<file path="src/rtl/demux_5_reg.sv">
// demux_5_reg -- registered 1-to-5 stream demultiplexer.
//
// Accepts one word plus a 3-bit destination over a valid/ready handshake and
// forwards it to exactly one of five output channels through a single
// pipeline register. Selects 5..7 are consumed, dropped and counted.
//
// Parameters:
//   DW  data width of the input and of each output channel
//   EW  width of the saturating invalid-select error counter
//
// Ports:
//   clk        clock, all state updates on the rising edge
//   rst        synchronous, active-high reset
//   in_valid   input word valid
//   in_ready   block can accept the input word this cycle (combinational)
//   in_sel     destination, 0..4 select channels 1..5
//   in_data    input word
//   out_valid  per-channel valid, bit k is channel k+1, at most one bit set
//   out_ready  per-channel ready from the consumers
//   out_data   per-channel data, slice k is channel k+1
//   err_pulse  one-cycle pulse: an invalid-select word was accepted
//   err_cnt    saturating count of invalid-select words accepted
//
// Build option:
//   DEMUX5_ZERO_IDLE_EN  when defined, only the slice whose out_valid bit is
//                        set carries the held data; all other slices read 0.
//                        When undefined, every slice carries the held data.

module demux_5_reg #(
    parameter int DW = 32,
    parameter int EW = 8
) (
    input  logic            clk,
    input  logic            rst,
    input  logic            in_valid,
    output logic            in_ready,
    input  logic [2:0]      in_sel,
    input  logic [DW-1:0]   in_data,
    output logic [4:0]      out_valid,
    input  logic [4:0]      out_ready,
    output logic [5*DW-1:0] out_data,
    output logic            err_pulse,
    output logic [EW-1:0]   err_cnt
);

    typedef enum logic {
        ST_EMPTY = 1'b0,
        ST_FULL  = 1'b1
    } entry_state_t;

    localparam logic [EW-1:0] ERR_MAX = '1;

    entry_state_t    state;
    entry_state_t    state_nxt;
    logic [DW-1:0]   data_q;
    logic [2:0]      dest_q;
    logic            drain;
    logic            accept;
    logic            sel_ok;
    logic            load;
    logic            drop;

    // Per-channel valid decode of the single held entry.
    always_comb begin
        out_valid = '0;
        for (int unsigned k = 0; k < 5; k++) begin
            out_valid[k] = (state == ST_FULL) && (dest_q == 3'(k));
        end
    end

    // Only the ready bit of the held destination can drain the entry.
    assign drain    = |(out_valid & out_ready);
    assign in_ready = (state == ST_EMPTY) || drain;
    assign accept   = in_valid && in_ready;
    assign sel_ok   = (in_sel <= 3'd4);
    assign load     = accept && sel_ok;
    assign drop     = accept && !sel_ok;

    // A load in the same cycle as a drain replaces the departing word, so
    // load takes priority over drain when deciding the next occupancy.
    always_comb begin
        state_nxt = state;
        if (load) begin
            state_nxt = ST_FULL;
        end else if (drain) begin
            state_nxt = ST_EMPTY;
        end
    end

    always_ff @(posedge clk) begin
        if (rst) begin
            state <= ST_EMPTY;
        end else begin
            state <= state_nxt;
        end
    end

    always_ff @(posedge clk) begin
        if (rst) begin
            data_q <= '0;
            dest_q <= '0;
        end else if (load) begin
            data_q <= in_data;
            dest_q <= in_sel;
        end
    end

    always_ff @(posedge clk) begin
        if (rst) begin
            err_pulse <= 1'b0;
            err_cnt   <= '0;
        end else begin
            err_pulse <= drop;
            if (drop && (err_cnt != ERR_MAX)) begin
                err_cnt <= err_cnt + 1'b1;
            end
        end
    end

    for (genvar g = 0; g < 5; g++) begin : g_slice
`ifdef DEMUX5_ZERO_IDLE_EN
        assign out_data[g*DW +: DW] = out_valid[g] ? data_q : '0;
`else
        assign out_data[g*DW +: DW] = data_q;
`endif
    end

endmodule

</file>
<file path="config.mk">
export PLATFORM = sky130hd
export DESIGN_NAME = demux_5_reg
export DESIGN_NICKNAME = d
export VERILOG_FILES = /design/src/rtl/demux_5_reg.sv
export SDC_FILE = /design/constraint.sdc
export NUM_CORES = 1
export LEC_CHECK = 0
export ABC_AREA = 1
export ABC_CLOCK_PERIOD_IN_PS = 1500
export CORE_ASPECT_RATIO = 1.5
export CORE_UTILIZATION = 31
export CTS_CLUSTER_DIAMETER = 100
export CTS_CLUSTER_SIZE = 25
export DETAILED_ROUTE_END_ITERATION = 16
export GPL_ROUTABILITY_DRIVEN = 0
export PLACE_DENSITY = 0.77
export REMOVE_ABC_BUFFERS = 1
export SLEW_MARGIN = 5
export SYNTH_ARGS = -nofsm -noshare
export SYNTH_HDL_FRONTEND = slang
export SYNTH_SLANG_ARGS = --single-unit
export TNS_END_PERCENT = 30
</file>
<file path="constraint.sdc">
create_clock -name clk -period 1.5 [get_ports clk]
set_input_delay 0.225 -clock clk [delete_from_list [all_inputs] [get_ports clk]]
set_output_delay 0.225 -clock clk [all_outputs]
set_load 0.01 [all_outputs]
</file>
Yosys cells after proc, flatten, opt, wreduce, memory -nomap -nowiden
Cells that the tools add are included.
{"block": "word_totals", "regBits": 45}
{"block": "op_classes", "muxes": 2, "eq_ne": 5, "n_reduce_logical": 14, "n_lt_le_gt_ge": 1, "addsub": 1, "bitwise": 2}
{"operator": "logical AND 1 bit", "n": 9}
{"operator": "adder 8 x 1 -> 8 bit, second input constant", "n": 1}
{"operator": "!= test 8 bit, second input constant", "n": 1}
{"operator": "== test 3 x 2 -> 1 bit, second input constant", "n": 2}
{"operator": "bitwise AND 5 bit", "n": 1}
{"operator": "OR reduction 5 bit", "n": 1}
{"operator": "== test 3 x 1 -> 1 bit, second input constant", "n": 1}
{"operator": "== test 3 bit, second input constant", "n": 1}
{"operator": "<= comparator 3 bit, second input constant", "n": 1}
{"operator": "zero test 3 bit", "n": 1}
{"operator": "2-to-1 mux 1 bit", "n": 2}
{"operator": "nonzero test 2 bit", "n": 1}
{"operator": "zero test 1 bit", "n": 1}
{"operator": "logical OR 1 bit", "n": 1}
{"operator": "inverter 1 bit", "n": 1}

Logic depth before layout (Yosys ltp)
{"block": "depth", "ltp_word": 8, "mapped_depth": 11, "depth_no_buf": 10}

Least setup slack after synthesis
Ideal clock, no wire load.
{"block": "synth_path", "path_type": "register to register", "start": "register dest_q[1]", "end": "register data_q[14]", "slack_ns": 0.063, "setup_ns": 0.132, "synth_period_minus_slack_ns": 1.437, "t_arrival_ns": 1.305, "stages_incl_launch_ff": 12, "path_cell_list": "dfxtp_1 buf_2 nand2_1 nand3b_1 nand2_1 inv_1 nand2_2 nand3_2 buf_6 buf_6 nand2_1 a21oi_1"}
{"block": "synth_via", "elab_chain_cells": 7}
{"element": "start, declared", "line": "56", "text": "logic [2:0] dest_q;"}
{"element": "start signal, assigned", "line": "104", "text": "dest_q <= in_sel;"}
{"element": "== test 3 x 1 -> 1 bit (tied with other cells)", "line": "67", "text": "out_valid[k] = (state == ST_FULL) && (dest_q == 3'(k));"}
{"element": "logical AND 1 bit", "line": "67"}
{"element": "bitwise AND 5 bit *", "line": "72", "text": "assign drain = |(out_valid & out_ready);"}
{"element": "OR reduction 5 bit *", "line": "72"}
{"element": "logical OR 1 bit *", "line": "73", "text": "assign in_ready = (state == ST_EMPTY) || drain;"}
{"element": "logical AND 1 bit *", "line": "74", "text": "assign accept = in_valid && in_ready;"}
{"element": "logical AND 1 bit *", "line": "76", "text": "assign load = accept && sel_ok;"}
{"element": "end signal, assigned", "line": "103", "text": "data_q <= in_data;"}
{"element": "end, declared", "line": "55", "text": "logic [DW-1:0] data_q;"}
Mark *: on every way between the ends. The rest lies on a longest branch, timed or not.
A chain may end at the register's enable or synchronous reset.

Final worst setup path
{"block": "layout_path", "start": "register state", "end": "register dest_q[0]"}
{"block": "layout_via", "elab_chain_cells": 6}
{"element": "start, declared", "line": "53", "text": "entry_state_t state;"}
{"element": "start signal, assigned", "line": "94", "text": "state <= state_nxt;"}
{"element": "logical AND 1 bit", "line": "67"}
{"element": "bitwise AND 5 bit", "line": "72"}
{"element": "OR reduction 5 bit", "line": "72"}
{"element": "logical OR 1 bit *", "line": "73"}
{"element": "logical AND 1 bit *", "line": "74"}
{"element": "logical AND 1 bit *", "line": "76"}
Marks and branches as above.

==> impl_metrics.tcl <==
set metrics [dict create \
    status "finished with violations" \
    violations "setup timing" \
    syn_area_per_cell_um2 7.37 \
    synth-seq-cells 45 \
    grt_pass1_wl_mm 13.1 \
    area_delta_synth_final_pct 64.5 \
    nets 552 \
    rsz0062_at_grt "true" \
    ys_warn_count 0 \
    critPathLaunchType "register" \
    maxCapViolations 0 \
    cts.htree.levels 2 \
    slew_violations 0 \
    required_ns 1.68 \
    dp_hpwl_mm 6.56 \
    period_share 1.05 \
    path_cells "inv_2, nor2_4, nand4_1, nand2_1, inv_2, nand2_4, buf_6, nand3_4, clkbuf_16, nor2_1, nor2_1" \
    total_power_w 0.00367 \
    skew_ns 0.00423 \
    hold_depth 2 \
    drtAntennaViolNets 0 \
    synthXorXnorAreaFrac 0 \
    synth_compound_area_frac 0.0678 \
    path_class "register to register" \
    leakagePower_nw 2.24 \
    cts_buffer_depth 2 \
    setup_slack_ns -0.0744 \
    dr.pass1.iters 4 \
    clk_pin_slew_ns 0.06 \
    path_depth 11 \
    num_rows 43 \
    critPathLaunch "state" \
    routed_wl_mm 8.90 \
    vias_per_cell 4.56 \
    port_buffers 217 \
    min_period_ns 1.57 \
    fin_area_um2 4860 \
    final.setup.tns_ns -1.61 \
    rr_worst_depth 11 \
    grt_antenna_before_repair 0 \
    die_x_um 81.7 \
    grtUsageTotal 0.173 \
    maxSlewHeadroom 0.791 \
    synth_mux_area_frac 0 \
    fmax_ghz 0.635 \
    cts_tree "yes" \
    worstHoldPathType "register to register" \
    timing.rr.start "state" \
    gr-total-overflow 0 \
    clock-sinks 45 \
    synthSimpleGateAreaFrac 0.232 \
    grt_pass1_vias 2697 \
    power.density_nw_per_um2 755 \
    synthAdderAreaFrac 0.00424 \
    netlist_area_um2 2950 \
    via_count 2833 \
    tightest_slew_ns 0.313 \
    dpl_cell_area_um2 4400 \
    fillers 845 \
    arrival_ns 1.76 \
    cp_top_family "simple AND/OR/NAND/NOR gates" \
    syn-instance-count 401 \
    die_h_um 122 \
    critPathCapture "dest_q[0]" \
    ios 218 \
    grt_start_max_net_pins 28 \
    critPathMaxFanout 6 \
    cpPeakStageDelay_ns 0.34 \
    end_kind "register" \
    insertion_delay_ns 0.28 \
    crit_slowest_cell "dfxtp_2" \
    first_iter_violations 82 \
    synth_top_family_by_area "buffers and inverters" \
    fin_util 0.525 \
    wire_per_inst_um 14.3 \
    diodes 0 \
    finalSetupViolCount 42 \
    root_buffer "clkbuf_16" \
    peakVddDrop_mv 0.437 \
    regToRegSetupSlack_ns -0.07 \
    drive_gt1_frac 0.218 \
    final-hold-violation-count 0 \
    critPathBufInv 4 \
    seq_area_frac_synth 0.305 \
    dieArea_um2 9930 \
    synth.distinct_cells 23 \
    initial_utilization 0.319 \
    fp.coreArea_um2 9250 \
    numCtsBuffers 5 \
    drcViolationCount 0 \
    regToRegEndpoint "dest_q[0]" \
]
==> stage by stage <==
step | setup slack [ns] | std cells | hold slack (ns)
after global routing | -0.204 | 621 | 0.515
after detailed placement | -0.305 | 604 | 0.515
final | -0.0744 | 621 | 0.489
after CTS | -0.0836 | 618 | 0.499
after global placement | -0.283 | 604 | 0.505
after floorplan | -0.981 | 253 | 0.294
==> worst reg2reg max path: cells and delay by family (launching register included) <==
| kind | cells | cell delay [ns] |
|---|---|---|
| simple gates | 7 | 0.71 |
| buf+inv | 4 | 0.44 |
| flops | 1 | 0.34 |
==> cell families (layout without fill, tap and decap cells) <==
kind of cell / after synthesis / count (layout)
buffers and inverters: 171 / 279
AND/OR/NAND/NOR: 146 / 146
flip-flops: 45 / 45
AO/OA/AOI/OAI: 38 / 38
adder cells (fa/ha/maj): 1 / 1
==> worst min path at each step <==
stage                           from         end  slack [ns]
after floorplan                  rst   data_q[0]        0.29
after global placement    data_q[11]  data_q[11]        0.50
after detailed placement  data_q[17]  data_q[17]        0.52
after CTS                 data_q[13]  data_q[13]        0.50
after global routing       data_q[6]   data_q[6]        0.52
final                     data_q[25]  data_q[25]        0.49
==> cell usage in the layout, fill, tap and decap left out <==
cell type,instances
buf_6,1
buf_2,5
nand3_2,2
nand3_4,1
a21oi_1,27
buf_16,1
nand3b_1,1
dfxtp_1,11
clkbuf_1,1
buf_8,1
nor2_2,4
ha_1,1
nor3_2,1
a21oi_2,6
nor3_1,4
dfxtp_2,32
nand4_4,1
clkdlybuf4s15_2,1
nand2_4,6
nor4_2,1
nor2_1,24
buf_4,23
or2_2,1
inv_1,20
nand3_1,2
inv_2,3
o21ai_4,1
nand4_1,38
clkdlybuf4s50_1,172
nand2_2,5
dlygate4sd2_1,18
dfxtp_4,2
dlymetal6s2s_1,21
clkinv_2,2
clkbuf_16,6
nand2_1,54
o21bai_1,4
buf_12,4
nor2_4,1
==> what timing repair did <==
action,in CTS,in global routing
setup buffers,5,3
gates resized for setup,80,57
pin swaps,8,11
setup endpoints to repair,189,100
gates cloned,1,1
hold buffers,0,0
==> power breakdown <==
part	internal [W]	switching, W
Clock	0.000612	0.000446
Sequential	0.00128	0.000103
Combinational	0.000715	0.000516
==> synthesized netlist by cell type <==
library cell	number	area, um2
o21bai_1	4	30.0
dfxtp_1	45	901
buf_4	129	968
nor2_1	27	101
ha_1	1	12.5
nor2_2	2	12.5
nand4_2	1	12.5
o21ai_1	1	5.00
a21oi_1	33	165
nand3b_1	1	7.51
buf_2	5	25.0
nor3_1	5	25.0
inv_2	1	3.75
nand4_1	38	238
nand2_1	64	240
nand3_1	4	20.0
nand3_2	1	10.0
inv_1	22	82.6
or2_2	1	6.26
nand2_2	1	6.26
buf_6	3	33.8
nor4_1	1	6.26
clkbuf_1	11	41.3
==> state kept, by name (all words and copies together) (netlist names) <==
name,flops
state,1
err_cnt,8
err_pulse,1
data_q,32
dest_q,3
==> per-layer routing <==
layer	vias to the layer above	GRT usage	share of wire
met2	135	0.316	0.54
met3	4	0.0382	0.070
met4	0	0.0570	0.0094
li1	1384	-	-
met1	1310	0.192	0.38
met5	-	0	0
==> area by class of cell <==
cell class | count | area [um2] | area share
flip-flops and latches | 45 | 948 | 0.195
clock inverters | 2 | 10.0 | 0.00206
multi-input cells | 185 | 1040 | 0.213
repair buffers | 248 | 2510 | 0.516
inverters | 23 | 86.3 | 0.0178
well taps | 112 | 140 | 0.0288
clock buffers | 6 | 129 | 0.0265
Note: power is estimated with default switching activity, not from simulation.
